--- src/rtl/recorder_transport_ctrl.sv ---
// Transport-control FSM for the digital sound recorder.
// Turns play/record/stop key presses into the STOP/REC/PLAY transport state,
// steps the sample-memory address on each sample tick and drives the RAM
// write/read strobes. rec_len remembers how much of the memory holds audio.
// Optional build macro LOOP_PLAY_EN: playback wraps to address 0 at the last
// sample and keeps playing until the stop key is pressed.
module recorder_transport_ctrl #(
    parameter int unsigned ADDR_W = 10
) (
    input  logic              clk,
    input  logic              rst_n,
    input  logic              btn_play,
    input  logic              btn_rec,
    input  logic              btn_stop,
    input  logic              sample_tick,
    output logic [1:0]        state,
    output logic [ADDR_W-1:0] addr,
    output logic              wr_en,
    output logic              rd_en,
    output logic [ADDR_W:0]   rec_len,
    output logic              done
);

    // Encoding is seen directly by the display decoder; 2'b01 is unused.
    typedef enum logic [1:0] {
        StStop = 2'b00,
        StRec  = 2'b10,
        StPlay = 2'b11
    } state_e;

    state_e            state_q, state_d;
    logic [ADDR_W-1:0] addr_q, addr_d;
    logic [ADDR_W:0]   rec_len_q, rec_len_d;
    logic              done_q, done_d;
    logic              play_q, rec_q, stop_q;

    logic              rise_play, rise_rec, rise_stop;
    logic              mem_last;
    logic              play_last;

    assign rise_play = btn_play & ~play_q;
    assign rise_rec  = btn_rec & ~rec_q;
    assign rise_stop = btn_stop & ~stop_q;

    // Top word of memory, and last recorded word during playback.
    assign mem_last  = (addr_q == {ADDR_W{1'b1}});
    assign play_last = (({1'b0, addr_q} + (ADDR_W + 1)'(1)) == rec_len_q);

    // A stop press wins over a tick arriving in the same cycle.
    assign wr_en = (state_q == StRec) & sample_tick & ~rise_stop;
    assign rd_en = (state_q == StPlay) & sample_tick & ~rise_stop;

    assign state   = state_q;
    assign addr    = addr_q;
    assign rec_len = rec_len_q;
    assign done    = done_q;

    // Key history for rising-edge detection.
    always_ff @(posedge clk or negedge rst_n) begin
        if (!rst_n) begin
            play_q <= 1'b0;
            rec_q  <= 1'b0;
            stop_q <= 1'b0;
        end else begin
            play_q <= btn_play;
            rec_q  <= btn_rec;
            stop_q <= btn_stop;
        end
    end

    // Transport state, address counter, recorded length and done pulse.
    always_ff @(posedge clk or negedge rst_n) begin
        if (!rst_n) begin
            state_q   <= StStop;
            addr_q    <= '0;
            rec_len_q <= '0;
            done_q    <= 1'b0;
        end else begin
            state_q   <= state_d;
            addr_q    <= addr_d;
            rec_len_q <= rec_len_d;
            done_q    <= done_d;
        end
    end

    // Next-state logic; key priority is stop > rec > play.
    always_comb begin
        state_d   = state_q;
        addr_d    = addr_q;
        rec_len_d = rec_len_q;
        done_d    = 1'b0;
        unique case (state_q)
            StStop: begin
                if (rise_stop) begin
                    state_d = StStop;
                end else if (rise_rec) begin
                    state_d = StRec;
                    addr_d  = '0;
                end else if (rise_play && (rec_len_q != '0)) begin
                    state_d = StPlay;
                    addr_d  = '0;
                end
            end
            StRec: begin
                if (rise_stop) begin
                    rec_len_d = {1'b0, addr_q};
                    addr_d    = '0;
                    state_d   = StStop;
                end else if (sample_tick) begin
                    if (mem_last) begin
                        // Memory full: every word holds audio.
                        rec_len_d = {1'b1, {ADDR_W{1'b0}}};
                        addr_d    = '0;
                        state_d   = StStop;
                        done_d    = 1'b1;
                    end else begin
                        addr_d = addr_q + ADDR_W'(1);
                    end
                end
            end
            StPlay: begin
                if (rise_stop) begin
                    addr_d  = '0;
                    state_d = StStop;
                end else if (sample_tick) begin
                    if (play_last) begin
                        addr_d = '0;
                        done_d = 1'b1;
`ifdef LOOP_PLAY_EN
                        state_d = StPlay;
`else
                        state_d = StStop;
`endif
                    end else begin
                        addr_d = addr_q + ADDR_W'(1);
                    end
                end
            end
            default: begin
                state_d = StStop;
                addr_d  = '0;
            end
        endcase
    end

endmodule

--- config.mk ---
export PLATFORM = sky130hd
export DESIGN_NAME = recorder_transport_ctrl
export DESIGN_NICKNAME = d
export VERILOG_FILES = /design/src/rtl/recorder_transport_ctrl.sv
export SDC_FILE = /design/constraint.sdc
export NUM_CORES = 1
export LEC_CHECK = 0
export CORE_MARGIN = 4
export CORE_UTILIZATION = 53
export CTS_CLUSTER_SIZE = 24
export DETAILED_ROUTE_END_ITERATION = 12
export PLACE_DENSITY = 0.84
export SYNTH_ARGS = -nofsm -noshare
export SYNTH_HDL_FRONTEND = slang
export SYNTH_SLANG_ARGS = --single-unit
--- constraint.sdc ---
create_clock -name clk -period 3 [get_ports clk]
set_input_delay 0.75 -clock clk [delete_from_list [all_inputs] [get_ports clk]]
set_output_delay 0.75 -clock clk [all_outputs]
set_load 0.02 [all_outputs]
==> results.md, run 1 <==
- Global route overflow: 0
- Final Cycle Share: 92.9%
- DRT Pass-1 Iters: 4
- Fin nets: 240
- DR vias: 1735
- TritonCTS buffer count: 3
- Sw frac: 41.7%
- 1st-iter DRT viols: 108
- Starting Density: 55.3%
- Critical path data required time: 3.24 ns
- Relative max-transition margin: 59.9%
- Yosys top cell area share: 36.6%
- Syn avg cell area: 9.18 sq um
- Net Switching: 0.513 mW
- Die Ht: 67.0 um
- Die area: 4490 sq um
- R2R Path Start: addr[1]
- Count of final max-slew check failures: 0
- P per Cell Area: 548 nW/um^2
- Syn Nets: 208
- Core ar.: 3340 sq um
- Synth unique cells: 53
- Die width: 67.0 um
- Reg power frac: 36.8%
- Final Hold Violating Endpoints: 0
- Kind of critical path: flip-flop to flip-flop
- Post-DR wirelength/cell: 17.8 um
- Synth Flop Type: dfrtp_1
- Vias per inst: 6.24
- Logic pwr share: 50.0%
- Synth Instances: 201
- I/O pins: 32
- Hold worst-path end: rec_len[1]
- Mapped Area: 1840 sq um
- Total wire length: 4950 um
- Seq/Total Area, Yosys: 36.6%
- CTS tree: done
- ANT cells: 0
- Share of layout cells above drive strength 1: 12.5%
- Sink Count: 27
- Clock tree buffer depth: 2
- Routed Antenna Nets: 0
- FF-to-FF path depth: 8
- Synth async-reset ratio: 100%
- Worst Tran Pin Value: 0.602 ns
- Rows: 21
- Post-synthesis register bit count: 27
- RSZ-0062 raised after global routing: no
- P_int: 0.716 mW
- Static leakage: 0.936 nW
- Fillers: 309
- Clock Root Buffer: clkbuf_4
- Fin Setup TNS: 0 ns
- Initial antenna violation count: 0
- Pin count of the biggest net entering global routing: 28
- Final setup vio count: 0
- Post-synth top cells: dfrtp_1 (27), a21oi_1 (11), nor2_1 (11), o31ai_1 (11)
- Clock latency on the worst-skew pair: 0.34 ns
- Worst-path fanout max: 8
- Crit-path cells: ha_1 -> and4_1 -> nand4_2 -> o31ai_2 -> nand4_1 -> a2111oi_2 -> buf_4 -> o31ai_1
- Status: finished clean
- Hold-fix buffers, CTS: 0
- Clock power share: 13.2%
- First-pass GRT wire length: 8270 um
- Reg2reg setup slack: 0.21 ns
- Top-count cell post-synth: dfrtp_1
- Most area-consuming cells after synthesis: dfrtp_1 (37%), a22o_1 (4.7%), o31ai_1 (4.5%)
- Worst hold stages: 1
- Fmax: 359 MHz
- Max VDD drop: 467 uV
- Number of flops mapped to enable cells by yosys: 0
- Vias in the first global route: 1651
- YS warnings: 0
- Top cell type by total area after synthesis: dfrtp_1
- MaxCap Viol Count: 0
- Clk slew on worst S/H paths: 0.16 ns
- H-tree depth: 1
- Post-DP HPWL: 3740 um
- Final min period: 2.79 ns
- Total chip power: 1.23 mW
- CP arrival: 3.03 ns
- CP endpoint kind: flip-flop
- Slowest-stage cell, CP: dfrtp_1
- Hold Path Class: flip-flop to flip-flop
- Worst Setup Start Kind: flip-flop
- Crit-path max cell delay: 0.50 ns
- GPL Wtd Cong: 0.893
- Drc violations: 0
- Clock Skews: 0.0196 ns
- Capturing point of the worst reg2reg path: addr[5]
- Hold Path Origin: rec_len[1]
- Total track usage: 24.3%
- Area grow syn2layout: 21.6%
- Buffers on Ports: 31
worst max-delay path: cells and delay by family, from the launching register on:
family	cells	cell delay, ns
AO/OA/AOI/OAI	3	0.86
AND/OR/NAND/NOR	3	0.72
adder cells (fa/ha/maj)	1	0.35
buffers and inverters	1	0.25
flip-flops	1	0.50
cells by family (layout without fill, tap and decap cells):
logic type / count (synthesis) / after routing / synth area share, %
AO/OA/AOI/OAI: 67 / 67 / 26.4
XOR/XNOR: 15 / 15 / 7.12
adder cells (fa/ha/maj): 1 / 1 / 0.678
buffers and inverters: 20 / 51 / 6.17
flip-flops: 27 / 27 / 36.6
AND/OR/NAND/NOR: 71 / 71 / 23.0
cells in the final DEF, fill, tap and decap left out, types with 4 or more instances in the layout:
| cell | synthesis | routed |
|---|---|---|
| xnor2_1 | 8 | 8 |
| nand3_1 | 4 | 4 |
| buf_4 | 5 | 14 |
| dfrtp_1 | 27 | 27 |
| nor3_1 | 8 | 8 |
| o31ai_1 | 11 | 11 |
| xor2_1 | 7 | 7 |
| a21oi_1 | 11 | 11 |
| nand2_1 | 10 | 10 |
| nor2_1 | 11 | 11 |
| clkdlybuf4s50_1 | 0 | 29 |
| o21ai_0 | 9 | 9 |
| a22o_1 | 10 | 10 |
| nand4_1 | 7 | 7 |
registers in the layout, summed over array words and instances, names as in the netlist:
signal / count
rec_len: 11
addr: 10
state: 2
done: 1
play_q: 1
rec_q: 1
stop_q: 1
how the worst max path moves through the flow:
stage | cells after the start | end | from | slack, ns
3_3_place_gp | 5 | rd_en | btn_stop | 0.03
6_report | 8 | addr[5] | addr[1] | 0.21
2_1_floorplan | 10 | addr[4] | addr[1] | 0.50
5_1_grt | 8 | addr[5] | addr[1] | 0.03
4_1_cts | 5 | rd_en | btn_stop | 0.01
3_5_place_dp | 5 | rd_en | btn_stop | 0.02
what timing repair did:
action                                  in CTS  in global routing
hold endpoints to repair                     0                  0
endpoints found under the setup margin       0                  2
resized for setup                            0                  2
buffers inserted                             0                  0
power groups by stage:
stage | Sequential (mW) | Clock, mW | Combinational, mW
floorplan | 0.484 | 0 | 0.358
global placement | 0.458 | 0 | 0.593
detailed placement | 0.459 | 0 | 0.605
CTS | 0.452 | 0.169 | 0.609
global route | 0.461 | 0.183 | 0.660
finish | 0.452 | 0.163 | 0.614
final cells by class:
cell class	instances	area [sq um]	area share, %
sequential	27	676	30.1
clock buffer	3	22.5	1.00
multi-input combinational	154	1050	47.0
clock inverter	1	5.00	0.223
tap	46	57.6	2.57
timing repair buffer	45	420	18.7
inverter	2	7.51	0.335
through the flow:
stage	utilization, %	std cells	cell area [sq um]	worst slack, ns	hold WS (ns)
floorplan	-	201	1840	0.498	0.454
global placement	66.3	274	2210	0.0268	0.550
detailed placement	66.3	274	2210	0.0206	0.562
CTS	67.1	278	2240	0.0121	0.605
global route	67.2	278	2240	0.0305	0.627
finish	67.2	278	2240	0.212	0.600
per-layer routing:
layer / global-route usage (%) / vias up / part of all wire (%)
met5: 0 / - / 0
met4: 6.08 / 0 / 1.1
met3: 4.22 / 4 / 6.0
met2: 39.6 / 66 / 49
met1: 33.3 / 845 / 44
li1: - / 820 / -
No activity file was read; power rests on OpenSTA's default activity.
==> run 2, diff against run 1 <==
HOLD_SLACK_MARGIN = 0.08   (was unset)
==> results of run 2 <==
No change in the layout: final DEF, timing and power equal those of run 1.
